File: src/rtl/tdp_ram_ctrl.sv
// True dual-port RAM with a clear sequencer, per-port read-valid strobes,
// optional output register, cross-port read-during-write policy and A-wins collision handling.
//
// state    | meaning
// ST_CLEAR | zeroing one word per cycle at cnt_q, port requests dropped, busy=1
// ST_RUN   | serving port A/B requests, clear request restarts ST_CLEAR
module tdp_ram_ctrl #(
    parameter int WIDTH      = 8,
    parameter int ADDR_WIDTH = 3,
    parameter int DEPTH      = 8,
    parameter int OUT_REG    = 0,
    parameter int RDW_MODE   = 0
) (
    input  logic                  clk,
    input  logic                  rst,
    input  logic                  clear,
    output logic                  busy,
    input  logic                  en_a,
    input  logic                  we_a,
    input  logic [ADDR_WIDTH-1:0] addr_a,
    input  logic [WIDTH-1:0]      din_a,
    output logic [WIDTH-1:0]      dout_a,
    output logic                  valid_a,
    input  logic                  en_b,
    input  logic                  we_b,
    input  logic [ADDR_WIDTH-1:0] addr_b,
    input  logic [WIDTH-1:0]      din_b,
    output logic [WIDTH-1:0]      dout_b,
    output logic                  valid_b,
    output logic                  collision
);

    typedef enum logic {ST_CLEAR = 1'b0, ST_RUN = 1'b1} state_e;

    localparam logic [ADDR_WIDTH-1:0] LAST_ADDR = ADDR_WIDTH'(DEPTH - 1);

    state_e                  state_q, state_d;
    logic [ADDR_WIDTH-1:0]   cnt_q, cnt_d;
    logic [WIDTH-1:0]        mem_q [DEPTH];

    logic                    clr_we, run;
    logic                    ok_a, ok_b, rd_a, rd_b, wr_a, wr_b;
    logic [WIDTH-1:0]        rdata_a_d, rdata_b_d;
    logic [WIDTH-1:0]        rdata_a_q, rdata_b_q;
    logic                    rvalid_a_q, rvalid_b_q;
    logic                    coll_d, coll_q;

    always_ff @(posedge clk or posedge rst) begin
        if (rst) begin
            state_q <= ST_CLEAR;
            cnt_q   <= '0;
        end else begin
            state_q <= state_d;
            cnt_q   <= cnt_d;
        end
    end

    always_comb begin
        state_d = state_q;
        cnt_d   = cnt_q;
        case (state_q)
            ST_CLEAR: begin
                if (cnt_q == LAST_ADDR) begin
                    state_d = ST_RUN;
                    cnt_d   = '0;
                end else begin
                    cnt_d = cnt_q + 1'b1;
                end
            end
            ST_RUN: begin
                if (clear) begin
                    state_d = ST_CLEAR;
                    cnt_d   = '0;
                end
            end
            default: begin
                state_d = ST_CLEAR;
                cnt_d   = '0;
            end
        endcase
    end

    // The memory has no reset, so every write strobe is masked while rst is high.
    always_comb begin
        busy   = (state_q == ST_CLEAR);
        clr_we = 1'b0;
        run    = 1'b0;
        if (!rst) begin
            clr_we = (state_q == ST_CLEAR);
            run    = (state_q == ST_RUN);
        end
    end

    assign ok_a = (32'(addr_a) < DEPTH);
    assign ok_b = (32'(addr_b) < DEPTH);
    assign rd_a = run & en_a & ~we_a;
    assign rd_b = run & en_b & ~we_b;
    assign wr_a = run & en_a & we_a & ok_a;
    assign wr_b = run & en_b & we_b & ok_b;
    assign coll_d = run & en_a & we_a & en_b & we_b & (addr_a == addr_b);

    always_comb begin
        rdata_a_d = '0;
        if (ok_a) begin
            rdata_a_d = mem_q[addr_a];
            if (RDW_MODE != 0 && wr_b && addr_b == addr_a) rdata_a_d = din_b;
        end
    end

    always_comb begin
        rdata_b_d = '0;
        if (ok_b) begin
            rdata_b_d = mem_q[addr_b];
            if (RDW_MODE != 0 && wr_a && addr_a == addr_b) rdata_b_d = din_a;
        end
    end

    // Port A is written last so it overrides B on a same-address collision.
    always_ff @(posedge clk) begin
        if (clr_we) begin
            mem_q[cnt_q] <= '0;
        end else begin
            if (wr_b) mem_q[addr_b] <= din_b;
            if (wr_a) mem_q[addr_a] <= din_a;
        end
    end

    always_ff @(posedge clk or posedge rst) begin
        if (rst) begin
            rdata_a_q  <= '0;
            rdata_b_q  <= '0;
            rvalid_a_q <= 1'b0;
            rvalid_b_q <= 1'b0;
            coll_q     <= 1'b0;
        end else begin
            rvalid_a_q <= rd_a;
            rvalid_b_q <= rd_b;
            coll_q     <= coll_d;
            if (rd_a) rdata_a_q <= rdata_a_d;
            if (rd_b) rdata_b_q <= rdata_b_d;
        end
    end

    assign collision = coll_q;

    if (OUT_REG != 0) begin : g_oreg
        logic [WIDTH-1:0] dout_a_q, dout_b_q;
        logic             valid_a_q, valid_b_q;

        always_ff @(posedge clk or posedge rst) begin
            if (rst) begin
                dout_a_q  <= '0;
                dout_b_q  <= '0;
                valid_a_q <= 1'b0;
                valid_b_q <= 1'b0;
            end else begin
                valid_a_q <= rvalid_a_q;
                valid_b_q <= rvalid_b_q;
                if (rvalid_a_q) dout_a_q <= rdata_a_q;
                if (rvalid_b_q) dout_b_q <= rdata_b_q;
            end
        end

        assign dout_a  = dout_a_q;
        assign dout_b  = dout_b_q;
        assign valid_a = valid_a_q;
        assign valid_b = valid_b_q;
    end else begin : g_noreg
        assign dout_a  = rdata_a_q;
        assign dout_b  = rdata_b_q;
        assign valid_a = rvalid_a_q;
        assign valid_b = rvalid_b_q;
    end

endmodule

File: config.mk
export PLATFORM = sky130hd
export DESIGN_NAME = tdp_ram_ctrl
export DESIGN_NICKNAME = d
export VERILOG_FILES = /design/src/rtl/tdp_ram_ctrl.sv
export SDC_FILE = /design/constraint.sdc
export NUM_CORES = 1
export LEC_CHECK = 0
export CAP_MARGIN = 10
export CORE_UTILIZATION = 58
export DETAILED_ROUTE_END_ITERATION = 12
export GPL_TIMING_DRIVEN = 0
export PLACE_DENSITY_LB_ADDON = 0.05
export SYNTH_ARGS = -nofsm -noshare
export SYNTH_HDL_FRONTEND = slang
export SYNTH_SLANG_ARGS = --single-unit
File: constraint.sdc
create_clock -name clk -period 2.8 [get_ports clk]
set_clock_uncertainty 0.15 [all_clocks]
set_input_delay 0.42 -clock clk [delete_from_list [all_inputs] [get_ports clk]]
set_output_delay 0.42 -clock clk [all_outputs]
set_load 0.005 [all_outputs]
# ---- Word-level counts from Yosys, hierarchy flattened
# Memories as Yosys holds them, arrays and structs flattened. A register that Yosys moved wholly into a read port is not among the register bits.
# Cells that the tools add are included.
# Widths: inputs -> output; s select.
dict set report totals {
  reg_bits 7
  latch_bits 0
  ram_bits 64
  romBits 0
  input_bits 29
  out_inout_bits 20
  mem_count 1
}
dict set report op_classes {
  n_addsub 1
  multipliers 0
  div 0
  n_lt_le_gt_ge 0
  n_eq_ne 3
  shifts 0
  muxes 19
  bitwise 12
  n_reduce_logical 1
}
# memory depth width rd rd_clocked_by_memory_dff write_ports line_no
set memory_table {}
lappend memory_table {mem_q 8 8 2 2 2 39} ;# logic [WIDTH-1:0] mem_q [DEPTH];
# cell n
set ops {}
lappend ops {{$mux 1} 13}
lappend ops {{$and 1x1->1} 9}
lappend ops {{$mux 3} 3}
lappend ops {{$mux 8} 1}
lappend ops {{$reduce_or 8->1} 1}
lappend ops {{$pmux 3 s2} 1}
lappend ops {{$add 3x1->3 const B} 1}
lappend ops {{$eq 3x3->1} 1}
lappend ops {{$eq 3x3->1 const B} 1}
lappend ops {{$not 1->1} 3}
lappend ops {{$ne 2x2->1 const B} 1}
lappend ops {{$pmux 1 s2} 1}

# ---- Longest topological paths before layout
dict set report depth {
  word_depth 8
  mapped_depth 6
}

# ---- Worst setup path before layout
# OpenSTA, ideal clock, no wires.
dict set report synth_timing {
  path_kind {input to register}
  from {input port addr_b[0]}
  to {memory mem_q[1][0], enable pin}
  t_arrival_ns 1.835
  required_time_ns 2.266
  setup_slack_ns 0.431
  cell_stages 6
  path_buffers 2
  path_cell_list {buf_2 buf_2 nand4_1 o21ai_0 nand2_1 o21ai_0}
}
# element line_no
set synth_lines {}
lappend synth_lines {{start: declaration} 26} ;# input logic [ADDR_WIDTH-1:0] addr_b,
lappend synth_lines {{end: declaration} 39}

==> results.md <==
- Outcome: completed
- Net switching power: around 1.2 mW
- Maximum number of pins on one net before global-route repair: 26
- Top Metal Used: met4
- Synth Warn #: 0
- IO Pins: 49
- Core region area: about 8300 µm²
- Syn avg cell area: 12.63 µm²
- Layout Area Growth over Synthesis: 18.49%
- DIE WIDTH: around 95 µm
- Arrival @ worst endpoint: 2720 ps
- Clk sinks: 87
- Clock root buffer: clkbuf_8
- CTS tree: built
- Worst-path fanout max: 10
- Iter 0 DRT Violations: 393
- GPL Wtd Cong: 0.9247
- Synth async-reset ratio: 26.44%
- Vias in the first global route: 3611
- Sw frac: between 20% and 30%
- Max cap viols: 0
- Post-Synthesis Cells: ~400
- Die H: approximately 95 µm
- Worst setup SP type: input pin
- Buffer and inverter count on the worst path: 3
- Routed metal-1 wire length: 5.608 mm
- Pwr Density: around 680 nW/µm²
- DP Area: between 5000 and 6000 µm²
- DIE AREA: between 8000 and 9000 µm²
- Final Hold Viols: 0
- Global-route usage over all layers: 33.44%
- Yosys cell types: 52
- Area of the multi-input gates: between 2000 and 2500 µm²
- H-tree depth: 3
- Worst ir drop on vdd: about 0.00032 V
- Worst hold margin: ~350 ps
- Post-layout instance area: between 5000 and 6000 µm²
- Critical Path RT: around 2700 ps
- DPL Wire Length: 9.358 mm
- Mapped Nets: about 430
- LEAKAGE: 2.311 nW
- Drt wl/cell: 24.82 µm
- Port Buffers: 46
- Fillers: roughly 630
- Clk slew on worst S/H paths: roughly 80 ps
- Cts bufs inserted: 9
- Starting Density: around three fifths
- Fin. max-slew vios: 0
- GR Overflow Total: 0
- Share of cells above drive strength 1: 27.83%
- Most common cell after layout, fill and taps aside: mux2_2
- Reg area: 2497 µm²
- Max stage delay on crit path: 580 ps
- Total Wirelength: approximately 14 mm
- Cell Int Power: 2.832 mW
- Seq cells post-synth: slightly below 90
- Crit share post-route: roughly 100%
- Endpoint class of the critical path: flop
- Relative slew slack: a little under half
- First-pass DRT Iterations: 5
- Post-layout net count: ~490
- Max Root-Sink Buffers: 2
- Synthesized cell area: 4975 µm²
- Min Tclk post-route: ~2800 ps
- Vias/cell: between 6 and 7
- Clock group share of total power: 27.5%
- Top FF cell, synth: edfxtp_1
- DR vias: around 3700
- Most frequent CP cell: buf_4
- Metal2 WL: around 6.5 mm
- Crit Path Class: input pin to flop
- Worst-path cell chain: clkdlybuf4s50_1, and4b_1, buf_4, mux2i_1, nand2_1, o21ai_1, buf_4
- Clk Latency, worst-skew pair: 360 ps
- EDFF count, synth: 64
- Metal3 WL: around 1.3 mm
- Critical path's top delay family: buffers and inverters
- Slew @ Worst Pin: 810.2 ps
- Sequential share of the synthesized area: roughly half
- First-pass GRT wire length: 21.00 mm
- # hold bufs at CTS: 0
- FMAX: between 300 and 400 MHz
- Most frequent cells in the layout: mux2_2 (71), edfxtp_1 (64), mux2i_1 (48)
- RSZ-0062 raised after global routing: true
- FP Rows: 33
- Combinational Power Share: about a quarter
- Ant diodes: 0
- Slowest CP cell: clkdlybuf4s50_1
- Initial antenna violation count: 0
- Final ANT Viol Nets: 0
- Final setup viols: 0
- Seq pwr share: a little under half
- Min-Delay Path Class: flop to flop
- DRC viols: 0
## worst reg2reg max path, delay by kind of cell (launching register included)
family / cells / cell delay [ps]
mux: 1 / 360
simple gates: 2 / 350
flops: 1 / 440
compound gates: 1 / 410
buf+inv: 2 / 490
## routing by layer
| layer | track usage, % | vias to the layer above |
|---|---|---|
| li1 | - | 1625 |
| met1 | 43.99 | 1794 |
| met2 | 51.68 | 229 |
| met3 | 7.005 | 56 |
| met4 | 18.31 | 0 |
| met5 | 0 | - |
## layout make-up
cell class	count	area share, %
Inverter	14	0.9552
Buffer	27	2.165
Timing Repair Buffer	50	8.385
Sequential cell	87	42.37
Multi-Input combinational cell	266	39.61
Clock inverter	6	1.953
Tap cell	105	2.229
Clock buffer	10	2.335
## power by group through the flow
stage,sequential (mW),combinational [mW],clock (mW)
6_report,1.84,1.06,1.10
2_1_floorplan,1.84,0.514,0
5_1_grt,1.87,1.15,1.16
4_1_cts,1.84,1.05,1.10
3_5_place_dp,1.87,1.02,0
3_3_place_gp,1.86,0.978,0
## cells in the mapped netlist, types with 2 or more instances
master,number,area (µm²)
mux2_2,71,799.5
edfxtp_1,64,1922
mux2i_1,48,480.5
dfrtp_1,23,575.6
a22oi_1,21,157.7
o21ai_0,21,105.1
inv_1,14,52.55
buf_2,12,60.06
nand3_1,12,60.06
clkbuf_1,11,41.29
nor2_1,11,41.29
and2_1,9,56.30
nand2_1,7,26.28
o22ai_1,7,43.79
nand2b_1,5,31.28
nor2b_1,5,31.28
a21oi_1,4,20.02
a221oi_1,3,26.28
nand2_2,3,18.77
a31oi_1,2,12.51
buf_1,2,7.510
ha_1,2,25.02
nor2_2,2,12.51
nor4b_4,2,47.55
o21bai_1,2,15.01
o2bb2ai_1,2,17.52
o32a_1,2,20.02
or2_2,2,12.51
xor2_1,2,17.52
## worst paths after layout
check / start / end / slack, ps / cells after the start
max in group asynchronous: rst / dout_a[6] / 1620 / 2
min in group asynchronous: rst / dout_b[7] / 540 / 2
setup reg to reg: state_q / mem_q[1][6] / 310 / 6
hold / removal: dout_a[6] / dout_a[6] / 350 / 1
setup / recovery: rst / mem_q[1][6] / 4 / 7
hold reg to reg: dout_a[6] / dout_a[6] / 350 / 1
## logic make-up after synthesis
group / share of synthesized area (%)
mux: 26.18
compound gates: 9.457
flops: 50.20
buf+inv: 3.622
xor+xnor: 0.5283
fa+ha+maj: 0.5029
simple gates: 9.508
## sequential cells by signal, indices dropped and copies added, names as in the netlist
signal     cells
valid_b        1
dout_a         8
mem_q         64
cnt_q          3
collision      1
dout_b         8
state_q        1
valid_a        1
## repair_timing
action                                  CTS  global route
endpoints found under the setup margin   54            28
resized for setup                         7             2
pin swaps                                 0             0
buffers inserted                          0             0
hold endpoints to repair                  0             0
## through the flow
step	total power [mW]	cells	utilization, %	setup TNS (ps)	worst slack, ps
final	4.004	565	71.38	0	3.973
after global routing	4.177	565	71.38	-969.3	-84.48
after CTS	3.988	565	71.26	0	2.412
after detailed placement	2.891	549	67.82	-44210	-934.1
after global placement	2.836	545	67.41	-67440	-1289
after floorplan	2.350	394	-	0	431.3
Note: power is estimated with default switching activity, not from simulation.
==> RTL change 1 (same flow settings) <==
Register the input `din_a` before use, with the module's reset. The logic sees it one clock later. The other inputs are not delayed to match.
--- a/src/rtl/tdp_ram_ctrl.sv
+++ b/src/rtl/tdp_ram_ctrl.sv
@@ -33,6 +33,16 @@
     typedef enum logic {ST_CLEAR = 1'b0, ST_RUN = 1'b1} state_e;
 
     localparam logic [ADDR_WIDTH-1:0] LAST_ADDR = ADDR_WIDTH'(DEPTH - 1);
+
+    logic [WIDTH-1:0] din_a_q;
+
+    always_ff @(posedge clk or posedge rst) begin
+        if (rst) begin
+            din_a_q <= '0;
+        end else begin
+            din_a_q <= din_a;
+        end
+    end
 
     state_e                  state_q, state_d;
     logic [ADDR_WIDTH-1:0]   cnt_q, cnt_d;
@@ -111,7 +121,7 @@
         rdata_b_d = '0;
         if (ok_b) begin
             rdata_b_d = mem_q[addr_b];
-            if (RDW_MODE != 0 && wr_a && addr_a == addr_b) rdata_b_d = din_a;
+            if (RDW_MODE != 0 && wr_a && addr_a == addr_b) rdata_b_d = din_a_q;
         end
     end
 
@@ -121,7 +131,7 @@
             mem_q[cnt_q] <= '0;
         end else begin
             if (wr_b) mem_q[addr_b] <= din_b;
-            if (wr_a) mem_q[addr_a] <= din_a;
+            if (wr_a) mem_q[addr_a] <= din_a_q;
         end
     end
 
Function: same outputs for any inputs over 10 cycles, from zero or initial values and one cycle with rst high; that may be too few to reach the edited logic, so the function may still have changed.
==> RTL change 1 against the original RTL <==
Wire length is 7.6% lower; combinational power is 6% higher; power is 1.3% lower; design area is 1.8% higher; die area is 2.8% higher; synthesized area is 2.9% higher; worst setup slack better by 0.0020 ns; sequential cell count is 8 higher; non-clock buffer count is 1 higher; largest cell class unchanged; largest power group unchanged.
==> RTL change 1: results (changes against the original RTL) <==
* Pre-CTS setup slack at -0.773 ns (+0.161 ns)
* Slowest stage delay, CP at 0.58 ns (about the same)
* Vias in the first global route at 3,438 (-4.8%)
* Min cycle time layout at 2.79 ns (-0.00202 ns)
* Routed WL at 13,000 um (-7.6%)
* Post-detail-place hpwl at 8500 um (-9.2%)
* Worst Path Arrival at 2.66 ns (-0.06 ns)
* Mux contribution to synthesized area at 0.285 (+0.0230)
* Xor and xnor area share after synthesis at 0.00513 (-0.000148)
* Antenna violations before repair at 0 (unchanged)
* Area post-placement at 0.00572 mm^2 (+2.1%)
* Worst min path class: in -> reg
* Clk_lat worst skew at 0.38 ns (+0.02 ns)
* Synth Area in Adders at 0.00489 (-0.000141)
* First-pass GRT wire length at 19,600 um (-6.5%)
* GRT Util Overall at 0.310 (-0.0245)
* LEAKAGE at 2.27 nW (-1.9%)
* Top cells by area, synth: edfxtp_1 38%, dfrtp_1 15%, mux2_2 14%
* Start point of the worst min-delay path: din_a[2]
* Via density at 6.50 (-0.82%)
* PortBufs at 44 (-4.3%)
* Async S/R FF share, synth at 0.326 (+0.0619)
* Slew headroom at 0.488 (+0.0297)
* Reg2reg path depth at 5 (-1)
* Netlist cell types at 49 (-5.8%)
* Synth Net Count at 394 (-7.3%)
* Outcome: finished, final reports clean
* Filler cells at 566 (-9.4%)
* Register area at 0.00270 mm^2 (+8.0%)
* Drt pass-1 iters at 5 (unchanged)
* Biggest register: mem_q
* Largest net degree at the start of global routing at 34 (+31%)
* Max IR drop VDD at 0.304 mV (-5.4%)
* Initial DRC Count at 316 (-20%)
* Most instantiated cells after synthesis: 65 x mux2_2, 64 x edfxtp_1, 31 x dfrtp_1
* Share of cells above drive strength 1 at 0.336 (+0.0574)
* Worst Setup EP: mem_q[0][6]$_DFFE_PP_
* Worst hold path endpoint: din_a_q[2]$_DFF_PP0_
* Reg clk slew, reported paths at 0.10 ns (+0.02 ns)
* Seq/Total Area, Yosys at 0.527 (+0.0250)
* Compound-cell area share of the yosys netlist at 0.0616 (-0.0330)
* Reg2reg setup slack at 0.33 ns (+0.02 ns)
* PostCTS Resize Cnt at 9 (+2)
* GP Congestion at 0.803 (-13%)
## RTL change 1: cell count changes after synthesis, sizes merged, moves of 6 or more
| cell | change |
|---|---|
| inv | -8 |
| mux2i | -25 |
| a22oi | -21 |
| dfrtp | +8 |
| nand3 | -10 |
| mux4 | +21 |
| o21ai | -12 |
| a21oi | +12 |
| nor2 | +8 |
| mux2 | -6 |
## RTL change 1: cells by family (layout without fill, tap and decap cells)
group           after synthesis  after routing
mux                         110            110
flops                        95             95
simple gates                 69             69
compound gates               50             50
buf+inv                      34            100
xor+xnor                      3              3
fa+ha+maj                     2              2
## RTL change 1: final cells by class
class / count / share of cell area
flip-flops and latches: 95 / 0.450
multi-input cells: 234 / 0.386
repair buffers: 50 / 0.0830
plain buffers: 28 / 0.0246
clock buffers: 10 / 0.0229
well taps: 105 / 0.0219
clock inverters: 6 / 0.00730
inverters: 6 / 0.00417
## RTL change 1: power by group
group	internal [mW]	switching [mW]	leakage, nW	total (mW)
clock network	0.351	0.517	0.0926	0.868
registers	1.80	0.165	0.922	1.97
logic	0.585	0.533	1.25	1.12
## RTL change 1: per-stage QoR
step	TNS, ns	std cells	power (mW)	hold WS (ns)
2_1_floorplan	0	363	2.51	0.301
4_1_cts	-0.00216	532	3.90	0.320
3_5_place_dp	-34.30	516	3.04	0.346
5_1_grt	-0.628	534	4.13	0.319
3_3_place_gp	-88.24	512	2.97	0.345
6_report	0	534	3.95	0.318
## RTL change 1: worst max-delay path: cells and delay by family
kind                   cells  cell delay, ns
AO/OA/AOI/OAI              1            0.53
buffers and inverters      2            0.79
multiplexers               1            0.40
AND/OR/NAND/NOR            2            0.50
## RTL change 1: routing by layer
layer	wire, um	track usage	up-vias
met4	303	0.132	0
met5	0	0	-
met2	6470	0.516	221
met1	4930	0.394	1709
li1	-	-	1517
met3	1250	0.0664	25
==> RTL change 2 (same settings) <==
Made on the original files. Set the parameter `RDW_MODE` to 1 (it was 0).
--- a/src/rtl/tdp_ram_ctrl.sv
+++ b/src/rtl/tdp_ram_ctrl.sv
@@ -9,7 +9,7 @@
     parameter int ADDR_WIDTH = 3,
     parameter int DEPTH      = 8,
     parameter int OUT_REG    = 0,
-    parameter int RDW_MODE   = 0
+    parameter int RDW_MODE   = 1
 ) (
     input  logic                  clk,
     input  logic                  rst,
Function: changed (Yosys sat finds a counterexample within 10 cycles, from zero or initial values and one cycle with rst high).
==> RTL change 2 against the original RTL <==
Synthesized cell count rose by 9.4%; design area up 1.7%; first-iteration DRC count rose by 36%; global-route usage is 2.4 points higher; core utilization is 0.17 points higher; worst setup slack better by 0.024 ns; power increased by 0.12%; wire length grew 8.2%; combinational power increased by 21%; sequential cell count is the same; synthesized area up 3.4%.
==> RTL change 2: results (changes against the original RTL) <==
* Seq/Total Area, Yosys at 0.485 (-0.0167)
* Max Buffers Root-to-Sink at 2 (unchanged)
* Worst min path class: in -> async
* Filler cells at 600 (-4.0%)
* Vias in the first global route at 3,911 (+8.3%)
* GP Congestion at 0.895 (-3.2%)
* Worst Setup EP: mem_q[4][1]$_DFFE_PP_
* Crit path from: we_a
* Num sequential at 87 (unchanged)
* Non-CTS buffers at 81 (+5.2%)
* PortBufs at 35 (-24%)
* Die area at 0.00925 mm^2 (+3.4%)
* Reg2reg setup slack at 0.20 ns (-0.11 ns)
* Reg2reg path depth at 5 (-1)
* Clock Network Area Fraction at 0.0313 (-0.0116)
* Clock net power at 0.875 mW (-20%)
* Most instantiated cells after synthesis: 66 x nand2_1, 64 x edfxtp_1, 42 x o21ai_0
* Seq/total area at 0.416 (-0.00725)
* Delay-heaviest family, CP: simple AND/OR/NAND/NOR gates
* Synth Net Count at 462 (+8.7%)
* Final non-clock buffer share at 0.102 (-0.00327)
* Max IR drop VDD at 0.361 mV (+12%)
* Number of nets in the layout at 514 (+5.8%)
* Post-detail-place hpwl at 10,300 um (+9.6%)
* Share of cells above drive strength 1 at 0.273 (-0.00572)
* Worst Path Arrival at 2.62 ns (-0.10 ns)
* Sw power at 1.28 mW (+8.9%)
* Top cells by area, synth: edfxtp_1 37%, mux4_2 12%, dfrtp_1 11%
* Register share of total power at 0.461 (about the same)
* LEAKAGE at 2.18 nW (-5.7%)
* Initial DRC Count at 534 (+36%)
* Inverters at 10 (-4)
* Area post-placement at 0.00567 mm^2 (+1.3%)
* Slowest stage delay, CP at 0.48 ns (-0.10 ns)
* GRT Util Overall at 0.359 (+0.0242)
* First-pass GRT wire length at 22,700 um (+7.9%)
* Outcome: finished, final reports clean
* Min Hold Slack at 0.283 ns (-0.0645 ns)
* Pre-CTS setup slack at -0.854 ns (+0.0800 ns)
* Fraction of area in multi-input gates at 0.421 (+0.0249)
* Fin crit share at 0.990 (-0.00866)
* Least-Margin Pin Slew at 1.10 ns (+0.286 ns)
* Netlist cell types at 48 (-7.7%)
-- RTL change 2: cell count changes after synthesis, moves of 8 or more --
cell,change
clkbuf_1,+8
a22oi_1,-21
nand2_1,+59
mux4_2,+27
mux2i_1,-38
o21ai_0,+21
nand3_1,-8
mux2_2,-37
-- RTL change 2: per-layer routing --
layer  wire length [um]  up-vias  GRT usage  share of wire
li1                   -     1744          -              -
met1               5680     1985      0.477           0.37
met2               7160      325      0.552           0.47
met3               1780       48     0.0821           0.12
met4                551        0      0.182          0.036
met5                  0        -          0              0
-- RTL change 2: logic make-up (layout without fill, tap and decap cells) --
group | Yosys count | in the layout | synth area share
buffers and inverters | 50 | 107 | 0.0443
flip-flops | 87 | 87 | 0.485
multiplexers | 74 | 74 | 0.225
XOR/XNOR | 4 | 4 | 0.00827
AND/OR/NAND/NOR | 119 | 119 | 0.108
AO/OA/AOI/OAI | 95 | 95 | 0.124
adder cells (fa/ha/maj) | 2 | 2 | 0.00486
-- RTL change 2: timing repair --
item,CTS,global route
pin swaps,0,1
hold endpoints to repair,0,0
buffers inserted,1,4
gates resized for setup,19,8
endpoints found under the setup margin,87,50
gates cloned,0,1
-- RTL change 2: worst min-delay path: stages --
cell and delay [ns]:
buf_4 0.15, clkbuf_1 0.27, clkinvlp_4 0.33
-- RTL change 2: per-stage QoR --
| stage | cells | total power [mW] | setup TNS (ns) |
|---|---|---|---|
| finish | 593 | 4.01 | 0 |
| global route | 593 | 4.20 | 0 |
| CTS | 589 | 3.95 | 0 |
| detailed placement | 574 | 3.07 | -63.12 |
| global placement | 571 | 3.01 | -81.77 |
| floorplan | 431 | 2.53 | 0 |
